`config.mk`:
```
export PLATFORM = sky130hd
export DESIGN_NAME = dtw_axil_master
export DESIGN_NICKNAME = d
export VERILOG_FILES = /design/src/rtl/dtw_axil_master.sv
export SDC_FILE = /design/constraint.sdc
export NUM_CORES = 1
export LEC_CHECK = 0
export ABC_AREA = 1
export BUFFER_PORTS_ARGS = -buffer_cell sky130_fd_sc_hd__clkbuf_2
export CORE_MARGIN = 5
export CORE_UTILIZATION = 52
export DETAILED_ROUTE_END_ITERATION = 8
export PLACE_DENSITY_LB_ADDON = 0.08
export SYNTH_ARGS = -nofsm -noshare
export SYNTH_HDL_FRONTEND = slang
export SYNTH_SLANG_ARGS = --single-unit
```
`constraint.sdc`:
```
create_clock -name aclk -period 3.6 [get_ports aclk]
set_input_delay 0.36 -clock aclk [delete_from_list [all_inputs] [get_ports aclk]]
set_output_delay 0.36 -clock aclk [all_outputs]
set_load 0.01 [all_outputs]
```
`src/rtl/dtw_axil_master.sv`:
```
// Command-driven AXI4-lite master: single write, single read, or masked poll-until-match.
// Optional per-command watchdog enabled by defining DTW_AXIL_TIMEOUT_EN.
module dtw_axil_master #(
  parameter int C_M_AXI_ADDR_WIDTH = 5,
  parameter int C_M_AXI_DATA_WIDTH = 32,
  parameter int TIMEOUT_CYCLES     = 1024
) (
  input  logic                              aclk,
  input  logic                              rst,
  input  logic                              cmd_valid,
  output logic                              cmd_ready,
  input  logic [1:0]                        cmd_op,
  input  logic [C_M_AXI_ADDR_WIDTH-1:0]     cmd_addr,
  input  logic [C_M_AXI_DATA_WIDTH-1:0]     cmd_wdata,
  input  logic [C_M_AXI_DATA_WIDTH-1:0]     cmd_mask,
  output logic                              rsp_valid,
  input  logic                              rsp_ready,
  output logic [C_M_AXI_DATA_WIDTH-1:0]     rsp_rdata,
  output logic                              rsp_err,
  output logic [C_M_AXI_ADDR_WIDTH-1:0]     m_axi_awaddr,
  output logic [2:0]                        m_axi_awprot,
  output logic                              m_axi_awvalid,
  input  logic                              m_axi_awready,
  output logic [C_M_AXI_DATA_WIDTH-1:0]     m_axi_wdata,
  output logic [C_M_AXI_DATA_WIDTH/8-1:0]   m_axi_wstrb,
  output logic                              m_axi_wvalid,
  input  logic                              m_axi_wready,
  input  logic [1:0]                        m_axi_bresp,
  input  logic                              m_axi_bvalid,
  output logic                              m_axi_bready,
  output logic [C_M_AXI_ADDR_WIDTH-1:0]     m_axi_araddr,
  output logic [2:0]                        m_axi_arprot,
  output logic                              m_axi_arvalid,
  input  logic                              m_axi_arready,
  input  logic [C_M_AXI_DATA_WIDTH-1:0]     m_axi_rdata,
  input  logic [1:0]                        m_axi_rresp,
  input  logic                              m_axi_rvalid,
  output logic                              m_axi_rready
);

  localparam int AW = C_M_AXI_ADDR_WIDTH;
  localparam int DW = C_M_AXI_DATA_WIDTH;

  typedef enum logic [2:0] {IDLE, WR, WR_B, RD_AR, RD_R, RSP} state_t;

  state_t          state_reg, state_next;
  logic [AW-1:0]   addr_reg, addr_next;
  logic [DW-1:0]   wdata_reg, wdata_next;
  logic [DW-1:0]   mask_reg, mask_next;
  logic [DW-1:0]   rdata_reg, rdata_next;
  logic            poll_reg, poll_next;
  logic            aw_done_reg, aw_done_next;
  logic            w_done_reg, w_done_next;
  logic            err_reg, err_next;
  logic [1:0]      gap_reg, gap_next;

`ifdef DTW_AXIL_TIMEOUT_EN
  localparam int TW = $clog2(TIMEOUT_CYCLES + 1);
  localparam logic [TW-1:0] TIMER_LIMIT = TW'(TIMEOUT_CYCLES);
  logic [TW-1:0]   timer_reg, timer_next;
`endif

  always_ff @(posedge aclk) begin
    if (rst) begin
      state_reg   <= IDLE;
      addr_reg    <= '0;
      wdata_reg   <= '0;
      mask_reg    <= '0;
      rdata_reg   <= '0;
      poll_reg    <= 1'b0;
      aw_done_reg <= 1'b0;
      w_done_reg  <= 1'b0;
      err_reg     <= 1'b0;
      gap_reg     <= '0;
`ifdef DTW_AXIL_TIMEOUT_EN
      timer_reg   <= '0;
`endif
    end else begin
      state_reg   <= state_next;
      addr_reg    <= addr_next;
      wdata_reg   <= wdata_next;
      mask_reg    <= mask_next;
      rdata_reg   <= rdata_next;
      poll_reg    <= poll_next;
      aw_done_reg <= aw_done_next;
      w_done_reg  <= w_done_next;
      err_reg     <= err_next;
      gap_reg     <= gap_next;
`ifdef DTW_AXIL_TIMEOUT_EN
      timer_reg   <= timer_next;
`endif
    end
  end

  always_comb begin
    state_next   = state_reg;
    addr_next    = addr_reg;
    wdata_next   = wdata_reg;
    mask_next    = mask_reg;
    rdata_next   = rdata_reg;
    poll_next    = poll_reg;
    aw_done_next = aw_done_reg;
    w_done_next  = w_done_reg;
    err_next     = err_reg;
    gap_next     = gap_reg;
`ifdef DTW_AXIL_TIMEOUT_EN
    timer_next   = timer_reg;
`endif

    case (state_reg)
      IDLE: begin
        if (cmd_valid) begin
          addr_next    = cmd_addr;
          wdata_next   = cmd_wdata;
          mask_next    = cmd_mask;
          poll_next    = (cmd_op == 2'd2);
          rdata_next   = '0;
          err_next     = 1'b0;
          aw_done_next = 1'b0;
          w_done_next  = 1'b0;
          gap_next     = '0;
          state_next   = (cmd_op == 2'd0) ? WR : RD_AR;
        end
      end
      WR: begin
        // AW and W retire independently; each valid is masked once its own handshake is done.
        aw_done_next = aw_done_reg | m_axi_awready;
        w_done_next  = w_done_reg | m_axi_wready;
        if (aw_done_next && w_done_next) state_next = WR_B;
      end
      WR_B: begin
        if (m_axi_bvalid) begin
          if (m_axi_bresp != 2'b00) err_next = 1'b1;
          state_next = RSP;
        end
      end
      RD_AR: begin
        if (m_axi_arready) state_next = RD_R;
      end
      RD_R: begin
        if (gap_reg != 2'd0) begin
          gap_next = gap_reg - 2'd1;
          if (gap_reg == 2'd1) state_next = RD_AR;
        end else if (m_axi_rvalid) begin
          rdata_next = m_axi_rdata;
          if (m_axi_rresp != 2'b00) begin
            err_next   = 1'b1;
            state_next = RSP;
          end else if (!poll_reg || ((m_axi_rdata & mask_reg) == (wdata_reg & mask_reg))) begin
            state_next = RSP;
          end else begin
            gap_next = 2'd2;
          end
        end
      end
      RSP: begin
        if (rsp_ready) state_next = IDLE;
      end
      default: state_next = IDLE;
    endcase

`ifdef DTW_AXIL_TIMEOUT_EN
    // The acceptance cycle counts as cycle 1, so expiry lands TIMEOUT_CYCLES after acceptance.
    if (state_reg == IDLE) begin
      if (cmd_valid) timer_next = TW'(1);
    end else if (state_reg != RSP) begin
      timer_next = timer_reg + TW'(1);
      if (timer_next >= TIMER_LIMIT) begin
        err_next   = 1'b1;
        state_next = RSP;
      end
    end
`endif
  end

  // All handshake outputs decode registered state only, never the ready inputs.
  assign cmd_ready     = (state_reg == IDLE);
  assign rsp_valid     = (state_reg == RSP);
  assign rsp_rdata     = rdata_reg;
  assign rsp_err       = err_reg;
  assign m_axi_awaddr  = addr_reg;
  assign m_axi_awprot  = 3'b000;
  assign m_axi_awvalid = (state_reg == WR) && !aw_done_reg;
  assign m_axi_wdata   = wdata_reg;
  assign m_axi_wstrb   = '1;
  assign m_axi_wvalid  = (state_reg == WR) && !w_done_reg;
  assign m_axi_bready  = (state_reg == WR_B);
  assign m_axi_araddr  = addr_reg;
  assign m_axi_arprot  = 3'b000;
  assign m_axi_arvalid = (state_reg == RD_AR);
  assign m_axi_rready  = (state_reg == RD_R) && (gap_reg == 2'd0);

endmodule
```
After elaboration in Yosys (flattened, before gate mapping)
Cells that the tools add are included.
W data, S select, Z words.
- bits in registers: 110
- input port bits: 116
- logic and storage cells: 91
- eq/ne operators: 22
- mux-type cells: 31
- add/sub/neg operators: 1
- reductions and logical operators: 23
- bitwise logic cells: 4
- operator list (kind ; number):
    $mux W32 ; 3
    $and A32 B32 Y32 ; 2
    $pmux W32 S2 ; 1
    $eq A32 B32 Y1 ; 1
    $mux W3 ; 10
    $pmux W3 S6 ; 1
    $mux W2 ; 6
    $ne A2 B2 Y1 const B ; 6
    $ne A3 B3 Y1 const B ; 4
    $reduce_bool A2 Y1 ; 5
    $reduce_and A8 Y1 ; 1
    $reduce_and A7 Y1 ; 1
    $eq A3 B2 Y1 const B ; 2
    $eq A3 B3 Y1 const B ; 2
    $mux W1 ; 6
    $ne A2 B1 Y1 const B ; 3
    $reduce_and A5 Y1 ; 1
    $logic_and A1 B1 Y1 ; 4
    $logic_not A2 Y1 ; 2
    $ne A4 B4 Y1 const B ; 1
    $pmux W1 S2 ; 2
    $pmux W2 S2 ; 1
    $reduce_and A2 Y1 ; 2
    $reduce_and A4 Y1 ; 1
    10 further kinds ; 13

Depth between registers and ports, before layout
- depth in word-level cells: 8
- depth in mapped cells: 13
- depth with buffers taken out: 13

Worst setup path after synthesis
OpenSTA, ideal clock, no wires.
- kind: flip-flop to flip-flop
- start point: register state_reg[2]
- end point: register state_reg[0]
- required time: 3.487 ns
- stages on the path, launching flop included: 10
- setup slack: 2.167 ns
- data arrival time: 1.320 ns
- library setup time: 0.113 ns
- buffers on the path: 0
- cell sequence: dfxtp_1 inv_2 nor3_1 nand2_1 nand3_1 nor4_4 nand2_2 nand2_1 nand2_1 nor2_1
- cells in the longest elaborated chain, start to end: 3
- elaborated cells on any way between the ends: 16
- those cells by class: eq/ne (13); mux (1); reduce/logical (2)
- RTL lines (element ; RTL line ; text):
    start, declared ; 46 ; state_t state_reg, state_next;
    start signal, assigned ; 79 ; state_reg <= state_next;
    $eq A3 B3 Y1 * ; - ;
    via rsp_valid ; 16 ; output logic rsp_valid,
    $ne A2 B1 Y1 (no line) ; - ;
    $reduce_and A8 Y1 (no line) ; - ;
The timed path passes the listed nets; every way through them passes the cells marked *.
A chain may end at the register's enable or synchronous reset.

Final worst setup path
- start point: register state_reg[1]
- end point: register rdata_reg[11], in the netlist rsp_rdata[11]
- cells in the longest elaborated chain, start to end: 3
- elaborated cells on any way between the ends: 8
- those cells by class: eq/ne (4); mux (1); reduce/logical (3)
- RTL lines (element ; RTL line ; text):
    $eq A3 B3 Y1 or $logic_not A3 Y1 (tied branches) ; 110 ; case (state_reg)
    $ne A2 B2 Y1 (no line) or $reduce_bool A2 Y1 (tied branches) ; - ;
    $reduce_and A4 Y1 (no line) ; - ;
    end signal, assigned ; 83 ; rdata_reg <= rdata_next;
    end, declared ; 50 ; logic [DW-1:0] rdata_reg, rdata_next;
Parallel ways exist; a longest one is shown, timed or not.

==> impl_metrics.toml <==
[final_layout]
nets = 1009
areaGrowthSynthToFinish_pct = 22.47
seqCellArea_um2 = 2202
n_fill_cell = 874
multi_input_area_um2 = 2210
layoutNonFillerInstCount = 1024
finalInstanceArea_um2 = 6063
drive_gt1_share_pct = 26.15
antenna-diode-count = 0

[timing]
rsz0062_at_grt = "false"
finalMaxSlewViolations = 0
period_share_pct = 66.70
setup_viol = 0
worst_slew_pin_slew_ps = 1190
fin_skew_ps = 15.75
max_freq_mhz = 416.4
final.setup.tns_ps = 0
hold_viol_final = 0
fin_crit_ps = 2401
slew_headroom_pct = 20.59

[grt]
grt_max_degree = 74
grt_pass1_vias = 4817
grt_overflow_total = 0
grt_usage_pct = 24.97
grt_pass1_wl_um = 23310
antenna_found_initial = 0

[setup_path]
crit_fanout = 36
path_class = "flip-flop to flip-flop"
critPathRequiredTime_ps = 3830
endpoint_kind = "flip-flop"
start_kind = "flip-flop"
arrival_ps = 2630

[drt]
wire_per_inst_um = 14.37
antenna_left = 0
drc = 0
drt_iter0_drc = 263
routed_wl_um = 14710
num_vias = 5112
drtPass1Iterations = 5
viasPerCell = 4.992

[logic_synthesis]
synth-seq-cells = 110
syn_area_um2 = 4951
ys.flop_type = "dfxtp_1"
ys_warn_count = 0
synth_area_leaders = "dfxtp_1, nand2_1, a21oi_1"
synthArstFlopShare_pct = 0
synth_top_area_share_pct = 44.48
ys_types = 25
yosysTopAreaCell = "dfxtp_1"
synthCells = 720
synth_edf_count = 0
yosys-top-cells-count = "nand2_1, dfxtp_1, a21oi_1"
syn_avg_cell_area_um2 = 6.876
synth-seq-area-share_pct = 44.48
synth.most_common_cell = "nand2_1"

[clock_tree]
clk_latency_ps = 370
cts_root_buffer = "clkbuf_8"
clk_pin_slew_ps = 110
cts_resized = 0
cts_setup_buffers = 0
cts_tree = "done"
clk_path_buf_depth = 2
cts.htree.levels = 3
ctsHoldBuffers = 0
cts_buffers = 9
clock_sinks = 110

[status]
outcome = "completed"

[placed_design]
gp_congestion = 0.8493
dp_hpwl_um = 10870
placed_cell_area_um2 = 5891
io_buffers = 197
dp_cells = 1008

[power_and_ir_drop]
p_leak_nw = 2.932
vdd_drop_max_uv = 345.4
powerDensity_nw_per_um2 = 637.5

[floorplanning]
start_util_pct = 53.58
die_y_um = 107.6
die_x_um = 107.6
dieArea_um2 = 11570
io_pins = 208
coreArea_um2 = 9240
rows = 35

[hold_path]
hold_path.class = "primary input to flip-flop"

[job]
max_cap_violations = 0
-- worst max-delay path, stage by stage, from the launching register on --
cell and delay, ps:
dfxtp_1 420, inv_2 80, nand2_2 120, nor2_4 30
buf_4 250, inv_2 120, a21oi_2 50, nor2_4 380
clkinv_2 520, nand2_1 180, a21oi_1 80
-- final timing paths --
kind	start	end	depth (start not counted)	slack (ps)
setup / recovery	state_reg[1]	rsp_rdata[11]	10	1200
hold / removal	cmd_mask[4]	mask_reg[4]	3	210
setup reg to reg	state_reg[1]	rsp_rdata[11]	10	1200
hold reg to reg	mask_reg[30]	mask_reg[30]	2	470
-- power by group --
| group | total, mW | internal, mW | switching, mW |
|---|---|---|---|
| registers | 1.62 | 1.46 | 0.164 |
| clock network | 0.688 | 0.259 | 0.429 |
| logic | 1.56 | 0.511 | 1.04 |
| total | 3.87 | 2.23 | 1.64 |
-- layout by cell type, fill, tap and decap left out, drive strengths merged --
| cell | instances |
|---|---|
| a211oi | 1 |
| a21oi | 108 |
| buf | 4 |
| clkbuf | 208 |
| clkinv | 2 |
| clkinvlp | 2 |
| conb | 10 |
| dfxtp | 110 |
| ha | 3 |
| inv | 81 |
| nand2 | 220 |
| nand3 | 69 |
| nor2 | 33 |
| nor3 | 2 |
| nor4 | 2 |
| o21ai | 38 |
| or2 | 2 |
-- metal layers --
metal,track usage (%),routed length [um]
met2,42.72,7129
met3,5.279,1140
met4,6.853,229
met5,0,0
met1,31.80,6212
-- final cells by class --
| cell class | instances | area share [%] |
|---|---|---|
| Clock buffer | 11 | 2.167 |
| Clock inverter | 5 | 0.6810 |
| Multi-Input combinational cell | 488 | 36.44 |
| Tap cell | 129 | 2.662 |
| Sequential cell | 110 | 36.32 |
| Timing Repair Buffer | 201 | 16.76 |
| Inverter | 80 | 4.973 |
-- metrics by stage --
step           total power [mW]  worst slack (ps)  util [%]  hold slack (ps)
2_1_floorplan             2.721              2167         -            429.8
6_report                  3.866              1199     65.62            205.2
4_1_cts                   3.884              1207     65.62            196.5
3_5_place_dp              3.209              1219     63.75            455.7
3_3_place_gp              3.148              1344     63.75            452.9
5_1_grt                   4.142             990.7     65.62            188.7
-- cells by family after synthesis --
kind of cell | Yosys count | synth area share, %
other cells | 2 | 0.1517
simple gates | 328 | 28.03
compound gates | 147 | 14.99
flops | 110 | 44.48
buf+inv | 130 | 11.60
fa+ha+maj | 3 | 0.7582
Note: power is estimated with default switching activity, not from simulation.
